[config.mk]
export PLATFORM = sky130hd
export DESIGN_NAME = rf_writeback_queue
export DESIGN_NICKNAME = d
export VERILOG_FILES = /design/src/rtl/rf_writeback_queue.sv
export SDC_FILE = /design/constraint.sdc
export NUM_CORES = 1
export LEC_CHECK = 0
export BUFFER_PORTS_ARGS = -buffer_cell sky130_fd_sc_hd__buf_2
export CORE_MARGIN = 5
export CORE_UTILIZATION = 45
export CTS_CLUSTER_DIAMETER = 120
export CTS_CLUSTER_SIZE = 24
export DETAILED_ROUTE_END_ITERATION = 8
export GPL_TIMING_DRIVEN = 0
export PLACE_DENSITY = 0.7
export SLEW_MARGIN = 25
export SYNTH_ARGS = -nofsm -noshare
export SYNTH_HDL_FRONTEND = slang
export SYNTH_SLANG_ARGS = --single-unit
[constraint.sdc]
create_clock -name clk -period 6.07 [get_ports clk]
set_clock_uncertainty 0.15 [all_clocks]
set_input_delay 1.214 -clock clk [delete_from_list [all_inputs] [get_ports clk]]
set_output_delay 1.214 -clock clk [all_outputs]
set_load 0.1 [all_outputs]
[src/rtl/rf_writeback_queue.sv]
// In-order writeback FIFO that owns the single RF write port and offers decode a
// pending-write lookup (youngest FIFO entry first, then the rf_* stage).
module rf_writeback_queue #(
   parameter int DEPTH = 4,
   parameter int XLEN  = 32,
   parameter int AW    = 5,
   localparam int PW   = $clog2(DEPTH),
   localparam int CW   = $clog2(DEPTH) + 1
) (
   input  logic            clk,
   input  logic            rst_n,
   input  logic            in_valid,
   output logic            in_ready,
   input  logic [AW-1:0]   in_rd,
   input  logic [XLEN-1:0] in_data,
   input  logic            wb_en,
   input  logic            flush,
   output logic            rf_we,
   output logic [AW-1:0]   rf_rd,
   output logic [XLEN-1:0] rf_wdata,
   input  logic [AW-1:0]   q_rs1,
   input  logic [AW-1:0]   q_rs2,
   output logic            q_hit1,
   output logic            q_hit2,
   output logic [XLEN-1:0] q_fwd1,
   output logic [XLEN-1:0] q_fwd2,
   output logic [CW-1:0]   count
);

   logic [AW-1:0]   mem_rd_q   [DEPTH];
   logic [AW-1:0]   mem_rd_d   [DEPTH];
   logic [XLEN-1:0] mem_data_q [DEPTH];
   logic [XLEN-1:0] mem_data_d [DEPTH];
   logic [PW-1:0]   head_q, head_d, tail_q, tail_d;
   logic [CW-1:0]   count_q, count_d;
   logic            rf_we_q, rf_we_d;
   logic [AW-1:0]   rf_rd_q, rf_rd_d;
   logic [XLEN-1:0] rf_wdata_q, rf_wdata_d;
   logic            push, pop;

   assign in_ready = (count_q != CW'(DEPTH));
   assign count    = count_q;
   assign rf_we    = rf_we_q;
   assign rf_rd    = rf_rd_q;
   assign rf_wdata = rf_wdata_q;

   // x0 results complete the handshake but are never stored
   assign push = in_valid && in_ready && (in_rd != '0);
   assign pop  = wb_en && (count_q != '0);

   always_comb begin
      head_d     = head_q;
      tail_d     = tail_q;
      count_d    = count_q;
      mem_rd_d   = mem_rd_q;
      mem_data_d = mem_data_q;
      rf_we_d    = 1'b0;
      rf_rd_d    = rf_rd_q;
      rf_wdata_d = rf_wdata_q;
      if (flush) begin
         count_d = '0;
         head_d  = tail_q;
      end else begin
         if (pop) begin
            rf_we_d    = 1'b1;
            rf_rd_d    = mem_rd_q[head_q];
            rf_wdata_d = mem_data_q[head_q];
            head_d     = head_q + PW'(1);
         end
         if (push) begin
            mem_rd_d[tail_q]   = in_rd;
            mem_data_d[tail_q] = in_data;
            tail_d             = tail_q + PW'(1);
         end
         case ({push, pop})
            2'b10:   count_d = count_q + CW'(1);
            2'b01:   count_d = count_q - CW'(1);
            default: count_d = count_q;
         endcase
      end
   end

   // Scan oldest to youngest so the youngest match overwrites earlier ones
   function automatic logic [XLEN:0] lookup(input logic [AW-1:0] rs);
      logic [XLEN:0] res;
      logic [PW-1:0] idx;
      res = '0;
      if (rf_we_q && (rf_rd_q == rs)) res = {1'b1, rf_wdata_q};
      for (int unsigned k = 0; k < DEPTH; k++) begin
         idx = head_q + PW'(k);
         if ((CW'(k) < count_q) && (mem_rd_q[idx] == rs)) res = {1'b1, mem_data_q[idx]};
      end
      if (rs == '0) res = '0;
      return res;
   endfunction

   always_comb begin
      {q_hit1, q_fwd1} = lookup(q_rs1);
      {q_hit2, q_fwd2} = lookup(q_rs2);
   end

   always_ff @(posedge clk or negedge rst_n) begin
      if (!rst_n) begin
         head_q     <= '0;
         tail_q     <= '0;
         count_q    <= '0;
         rf_we_q    <= 1'b0;
         rf_rd_q    <= '0;
         rf_wdata_q <= '0;
         for (int unsigned i = 0; i < DEPTH; i++) begin
            mem_rd_q[i]   <= '0;
            mem_data_q[i] <= '0;
         end
      end else begin
         head_q     <= head_d;
         tail_q     <= tail_d;
         count_q    <= count_d;
         rf_we_q    <= rf_we_d;
         rf_rd_q    <= rf_rd_d;
         rf_wdata_q <= rf_wdata_d;
         mem_rd_q   <= mem_rd_d;
         mem_data_q <= mem_data_d;
      end
   end

endmodule

## Word-level counts from Yosys, hierarchy flattened

Index checks and enable logic that the tools add are counted.
W data, S select, Z words.

- Bits in registers: 193

- Bitwise gates (word level): 6
- $lt $le $gt $ge: 10
- Mux-type cells: 48
- Equal/unequal tests: 13
- Reduce and logical (&&, ||, !) cells: 22
- Add/sub/neg operators: 6

Operators by type and width:

| kind | count |
|---|---|
| $mux W33 | 12 |
| $mux W32 | 9 |
| $bmux W32 S2 | 4 |
| $bwmux W128 | 1 |
| $demux W32 S2 | 1 |
| $eq A5 B5 Y1 | 10 |
| $mux W5 | 9 |
| $bmux W5 S2 | 4 |
| $bwmux W20 | 1 |
| $ge A3 B3 Y1 const B | 5 |
| $not A2 Y3 | 5 |
| $logic_and A1 B1 Y1 | 14 |
| $demux W5 S2 | 1 |
| $logic_not A5 Y1 | 2 |
| $lt A1 B3 Y1 const A | 2 |
| $lt A2 B3 Y1 const A | 2 |
| $pmux W3 S2 | 1 |
| $reduce_bool A3 Y1 | 2 |
| $reduce_bool A5 Y1 | 1 |
| $add A2 B1 Y2 const B | 2 |
| $add A2 B2 Y2 const B | 2 |
| $mux W2 | 2 |
| $reduce_and A2 Y1 | 2 |
| $add A3 B1 Y3 const B | 1 |
| 9 further kinds | 10 |

## Depth between registers and ports, before layout

Gate-level depths: netlist of run 1.

- Word-level depth: 11
- Depth in mapped cells: 11
- Depth with buffers taken out: 8

## Worst setup path before layout of run 1

Ideal clock, no wire load.

- Kind: input to output
- Start point: in q_rs2[1]
- End point: out q_fwd2[10]
- Arrival: 5.056 ns
- Path slack: -0.350 ns
- Stages on the path: 8
- Path through: clkbuf_1 -> xor2_1 -> nor4_1 -> nand3_1 -> a21oi_2 -> buf_6 -> a221oi_2 -> o31ai_1

- Longest elaborated chain between the ends: 8
- Elaborated cells between the ends (all ways): 17
- Classes of those cells: eq/ne (5); mux (6); reduce/logical (6)

Ends and longest elaborated chain:

| what | RTL line | source |
|---|---|---|
| start: declaration | 22 | `input logic [AW-1:0] q_rs2,` |
| $eq A5 B5 Y1 | 88 | `if (rf_we_q && (rf_rd_q == rs)) res = {1'b1, rf_wdata_q};` |
| $logic_and A1 B1 Y1 | 88 |  |
| $mux W33 | 88 |  |
| $mux W33 (4 in series) | 91 | `if ((CW'(k) < count_q) && (mem_rd_q[idx] == rs)) res = {1'b1, mem_data_q[idx]};` |
| $mux W33 * | 93 | `if (rs == '0) res = '0;` |
| end: declaration | 26 | `output logic [XLEN-1:0] q_fwd2,` |

Every way passes the cells marked *; elsewhere a longest branch is shown, timed or not.

## Final worst setup path of run 1

- Start point: reg head_q[1]
- End point: out q_fwd2[2]

- Longest elaborated chain between the ends: 11
- Elaborated cells between the ends (all ways): 44
- Classes of those cells: add/sub (3); eq/ne (4); mux (29); bitwise (4); reduce/logical (4)

Ends and longest elaborated chain:

| what | RTL line | source |
|---|---|---|
| start: declaration | 34 | `logic [PW-1:0] head_q, head_d, tail_q, tail_d;` |
| start signal: assignment | 104 | `head_q <= '0;` |
| start signal: assignment | 115 | `head_q <= head_d;` |
| $add A2 B1 Y2 / $not A2 Y3 (equally long branches) | 90, 91 |  |
| $not A2 Y3 (not written as such) / $bmux W5 S2 (equally long branches) | 91 |  |
| $bmux W5 S2 / $mux W5 (equally long branches) | 91 |  |
| $mux W5 (not written as such) | 91 |  |
| $mux W5 (not written as such) / $eq A5 B5 Y1 (equally long branches) | 91 |  |
| $eq A5 B5 Y1 / $logic_and A1 B1 Y1 (equally long branches) | 91 |  |
| $logic_and A1 B1 Y1 / $mux W33 (equally long branches) | 91 |  |
| $mux W33 (2 in series) | 91 |  |
| $mux W33 * | 91 |  |
| $mux W33 * | 93 |  |

Every way passes the cells marked *; elsewhere a longest branch is shown, timed or not. The select of a mux whose other input is x is not followed.

==> run metrics, run 1 <==
Critical Path RT=4.71 ns; highest clock rate=167 MHz; postcts setup bufs=0; clk buf depth=2; Initial DRC Count=1891; I/O pin total=160; post-detail-place hpwl=about 40000 µm; max-cap violations=0; number of flops mapped to enable cells by yosys=0; RR Startpoint=head_q[1]; count of cell types in the netlist=59; Period Utilization, post-route=98.8%; DR DRC count=0; setup TNS=0 ns; vias in the first global route=13.5k; Worst-path clk slew=0.07 ns; Max Fanout on Critical Path=10; Cells after Synth=1374; diode count=0; crit path cell chain=buf_4 -> clkbuf_1 -> clkbuf_1 -> clkbuf_1 -> buf_2 -> mux2i_1 -> a21oi_1 -> a32oi_1 -> o31ai_2 -> buf_2; hold wc startpoint=mem_data_q[96]; core area=0.0325 mm²; Worst R2R Path Depth=8; Die Wd=191 µm; status=complete, no violations; routed wire length=55500 µm; DIE AREA=0.0365 mm²; routed length per instance=27.8 µm; Slew @ Worst Pin=1.11 ns; Rows=66; via count=13.7k; Setup crit start kind=flop; Final Slew Violations=0; H-tree levels=4; Mapped Avg Cell Area=10.7 µm²; Synthesis Warnings=0; CTS tree=yes; biggest cell delay along the critical path=0.62 ns; CTS Hold Buffers Added=0; Antenna Nets Post-Route=0; GRT Overall Usage=29.8%; Yosys top cell by area=dfrtp_1; antenna violations before repair=2; most used flip-flop cell after synthesis=dfrtp_1; share of cells above drive strength 1=between 30% and 40%; CP delay by family, top=buffers and inverters; most common cell in the synthesized netlist=dfrtp_1; CP startpoint=head_q[1]; fin area=about 0.017 mm²; Synth top area share=32.8%; WP depth=10; total CTS buffers=17; vias per cell=6.88; Hold Crit Class=flop to flop; RSZ-0062 raised after global routing=false; Filler cells=about 2.9k; Crit Path Class=flop to primary output; nets@finish=1604; buffers added on ports=around 150; Clock Sink Count=roughly 190; Yosys reg bits=around 190; Area contributors post-synth=dfrtp_1 33%, mux2_2 14%, mux4_2 11%; min cycle time layout=between 5 and 6 ns; Die Y=between 150 and 200 µm; Most common cell on crit path=clkbuf_1; Initial Util=between 40% and 50%; area of the multi-input gates=0.00927 mm²; drt first pass iters=8; Reg area=0.00483 mm²; Root Buffer=clkbuf_16; Cell Area, Synth=0.0147 mm²; GPL Wtd Cong=0.992; Final Hold Fails=0; largest net degree at the start of global routing=96; Placed Area=between 0.015 and 0.02 mm²; Finish-stage setup viols=0; Post-synth top cells=193 x dfrtp_1, 185 x mux2_2, 90 x clkbuf_1, 86 x a21oi_1, 74 x mux4_2; endpoint class of the critical path=primary output; ys async rst share=100%; Worst Hold Depth=1; grt ovf=0; Crit-path slowest cell=clkbuf_1; Arr. time, crit path=4.63 ns; CP bufs+invs=6; Seq/Total Area, Yosys=32.8%; Mapped Nets=1434; Rel. slew slack=26.1%; Worst-Skew Late Latency=about 0.45 ns; first-pass GRT wire length=82700 µm; area delta synth->final=14.2%
## per-layer routing
| layer | vias to the layer above | routed length (µm) | global-route usage [%] |
|---|---|---|---|
| met5 | - | 26 | 0 |
| met4 | 4 | 2660 | 13.0 |
| met3 | 203 | 6300 | 6.92 |
| met2 | 963 | 24700 | 45.9 |
| met1 | 6861 | 21800 | 40.5 |
| li1 | 5701 | - | - |
## final cells by class
cell class                      instances  share of cell area (%)
Inverter                               10                   0.223
Clock buffer                           19                    2.57
Clock inverter                         10                    1.11
Timing Repair Buffer                  151                    4.86
Tap cell                              442                    3.29
Sequential cell                       193                    28.7
Multi-Input combinational cell       1024                    55.1
Buffer                                147                    4.12
## sequential cells by signal (all words and copies together) (netlist names)
| register | flops |
|---|---|
| mem_data_q | 128 |
| rf_wdata | 32 |
| mem_rd_q | 20 |
| rf_rd | 5 |
| count | 3 |
| head_q | 2 |
| tail_q | 2 |
| rf_we | 1 |
## worst reg2reg max path: stages (launching register included)
cell	delay (ns)
dfrtp_1	0.32
buf_4	0.17
clkbuf_1	0.54
buf_2	0.54
buf_2	0.36
buf_2	0.38
clkbuf_2	0.48
xnor2_1	0.18
o21ai_0	0.08
## cells in the final DEF (no fill, tap or decap), drive strengths merged, types with 12 or more instances in the layout
cell type	Yosys	routed
a211oi	56	56
a21oi	87	87
a221oi	29	29
a32oi	28	28
and2	12	12
and3	33	33
buf	56	204
clkbuf	91	113
dfrtp	193	193
mux2	185	185
mux2i	32	32
mux4	84	84
nand2	61	61
nand3	36	36
nand4	33	33
nor2	44	44
nor2b	52	52
nor3	15	15
o211ai	29	29
o21ai	20	20
o31ai	31	31
o32ai	26	26
or3	31	31
xnor2	31	31
xor2	24	24
## cells by family after synthesis
family / after synthesis / synth area share, %
compound gates: 329 / 16.7
flops: 193 / 32.8
fa+ha+maj: 8 / 0.679
xor+xnor: 55 / 3.27
buf+inv: 157 / 4.93
simple gates: 331 / 12.2
mux: 301 / 29.4
## metrics by stage
step / instances / setup WS [ns] / hold WS [ns] / util, %
6_report: 1996 / 0.0723 / 0.378 / 51.8
5_1_grt: 1996 / 0.00413 / 0.391 / 51.8
4_1_cts: 1995 / 0.133 / 0.376 / 51.8
3_5_place_dp: 1966 / 0.139 / 0.362 / 49.9
3_3_place_gp: 1964 / 0.128 / 0.353 / 49.7
2_1_floorplan: 1374 / 0.368 / 0.338 / -
## final timing paths
| path | end | slack, ns |
|---|---|---|
| hold reg to reg | mem_data_q[96] | 0.38 |
| hold / removal | mem_data_q[96] | 0.38 |
| max in group asynchronous | rf_wdata[17] | 4.48 |
| setup reg to reg | head_q[1] | 2.75 |
| setup / recovery | q_fwd2[2] | 0.07 |
| min in group asynchronous | count[1] | 0.49 |
## what timing repair did
item | in CTS | in global routing
setup endpoints to repair | 0 | 26
gates resized for setup | 0 | 6
hold endpoints to repair | 0 | 0
Power of run 1 is not shown: default switching activity piles up to over one toggle a cycle in this logic, so the estimate is an artifact.
==> inputs of run 2 (changes only) <==
--- a/config.mk
+++ b/config.mk
@@ -8,6 +8,7 @@
 export BUFFER_PORTS_ARGS = -buffer_cell sky130_fd_sc_hd__buf_2
 export CORE_MARGIN = 5
 export CORE_UTILIZATION = 45
+export CTS_BUF_LIST = sky130_fd_sc_hd__clkbuf_4 sky130_fd_sc_hd__clkbuf_8
 export CTS_CLUSTER_DIAMETER = 120
 export CTS_CLUSTER_SIZE = 24
 export DETAILED_ROUTE_END_ITERATION = 8
==> run metrics, run 2 (same netlist as run 1, synthesis figures left out) <==
Rel. slew slack=24.1%; diode count=0; crit path cell chain=buf_6 -> buf_12 -> buf_6 -> clkbuf_1 -> clkbuf_1 -> clkbuf_1 -> a211oi_1 -> a21oi_1 -> a32oi_1 -> o31ai_2 -> buf_2; setup ws final=between 0.007 and 0.008 ns; Final Hold Fails=0; Antenna Nets Post-Route=0; most frequent cells in the layout=193 x dfrtp_1, 185 x mux2_2, 178 x buf_2, 87 x clkbuf_1, 86 x a21oi_1; placed insts=1966; area delta synth->final=13.0%; GRT Overall Usage=29.8%; Worst-Skew Late Latency=0.52 ns; Worst-path clk slew=0.10 ns; GPL Wtd Cong=a little under 1; clk buf depth=2; Reg area=0.00483 mm²; status=complete, no violations; Clock Sink Count=just under 200; setup TNS=0 ns; Die Wd=approximately 190 µm; core area=0.0325 mm²; Setup crit start kind=flop; most common cell after layout, fill and taps aside=dfrtp_1; Rows=66; routed length per instance=27.9 µm; Max Fanout on Critical Path=10; CTS tree=yes; share of cells above drive strength 1=35.4%; final design utilization=51.3%; nets@finish=1603; post-detail-place hpwl=40100 µm; Critical Path RT=4.71 ns; vias per cell=~6.9; RSZ-0062 raised after global routing=false; # resized after CTS=0; largest register by flop count=mem_data_q; final non-filler cell total=1995; CTS Hold Buffers Added=0; CP bufs+invs=7; dpl ws=0.139 ns; vias in the first global route=13.6k; grt ovf=0; Slew @ Worst Pin=1.13 ns; biggest cell delay along the critical path=0.81 ns; Most common cell on crit path=clkbuf_1; postcts setup bufs=0; highest clock rate=165 MHz; area of the multi-input gates=0.00928 mm²; Final Slew Violations=0; drt first pass iters=6; buffers added on ports=148; endpoint class of the critical path=primary output; Arr. time, crit path=~4.7 ns; Crit-path slowest cell=clkbuf_1; Period Utilization, post-route=99.9%; via count=13.8k; CP delay by family, top=buffers and inverters; total CTS buffers=17; Finish-stage setup viols=0; Die Y=191 µm; max reg flops=between 100 and 150; max-cap violations=0; Root Buffer=clkbuf_8; min cycle time layout=6.06 ns; I/O pin total=160; first-pass GRT wire length=82500 µm; H-tree levels=4; Crit Path Class=flop to primary output; DIE AREA=0.0365 mm²; Hold Crit Class=flop to flop; antenna violations before repair=1; Filler cells=2953; routed wire length=55700 µm; Initial Util=a little under half; Initial DRC Count=1753; largest net degree at the start of global routing=96; DR DRC count=0
-- run 2: routing by layer --
layer,global-route usage [%],routed length (µm),up-vias
met5,0,12,-
met4,15.2,3030,2
met3,6.59,6460,224
met2,45.2,24500,1044
met1,40.3,21600,6838
li1,-,-,5709
-- run 2: layout make-up --
class / count / share of cell area, %
sequential: 193 / 29.0
timing repair buffer: 150 / 4.84
clock inverter: 10 / 1.12
buffer: 147 / 4.23
inverter: 10 / 0.226
multi-input combinational: 1024 / 55.7
tap: 442 / 3.32
clock buffer: 19 / 1.50
-- run 2: path summary, 6_finish.rpt --
| path | start | end | slack [ns] | cells after the start |
|---|---|---|---|---|
| min in group asynchronous | rst_n | rf_wdata[15] | 0.41 | 1 |
| min reg2reg | mem_data_q[96] | mem_data_q[96] | 0.39 | 1 |
| min | mem_data_q[96] | mem_data_q[96] | 0.39 | 1 |
| max in group asynchronous | rst_n | rf_wdata[17] | 4.54 | 2 |
| max reg2reg | head_q[0] | rf_wdata[11] | 2.88 | 7 |
| max | head_q[0] | q_fwd2[2] | 0.007 | 11 |
-- run 2: through the flow --
| stage | cell area (µm²) | hold slack [ns] |
|---|---|---|
| finish | 16600 | 0.387 |
| global route | 16600 | 0.400 |
| CTS | 16600 | 0.383 |
| detailed placement | 16200 | 0.362 |
| global placement | 16100 | 0.353 |
| floorplan | 14800 | 0.338 |
Power of run 2 is left out for the same reason.
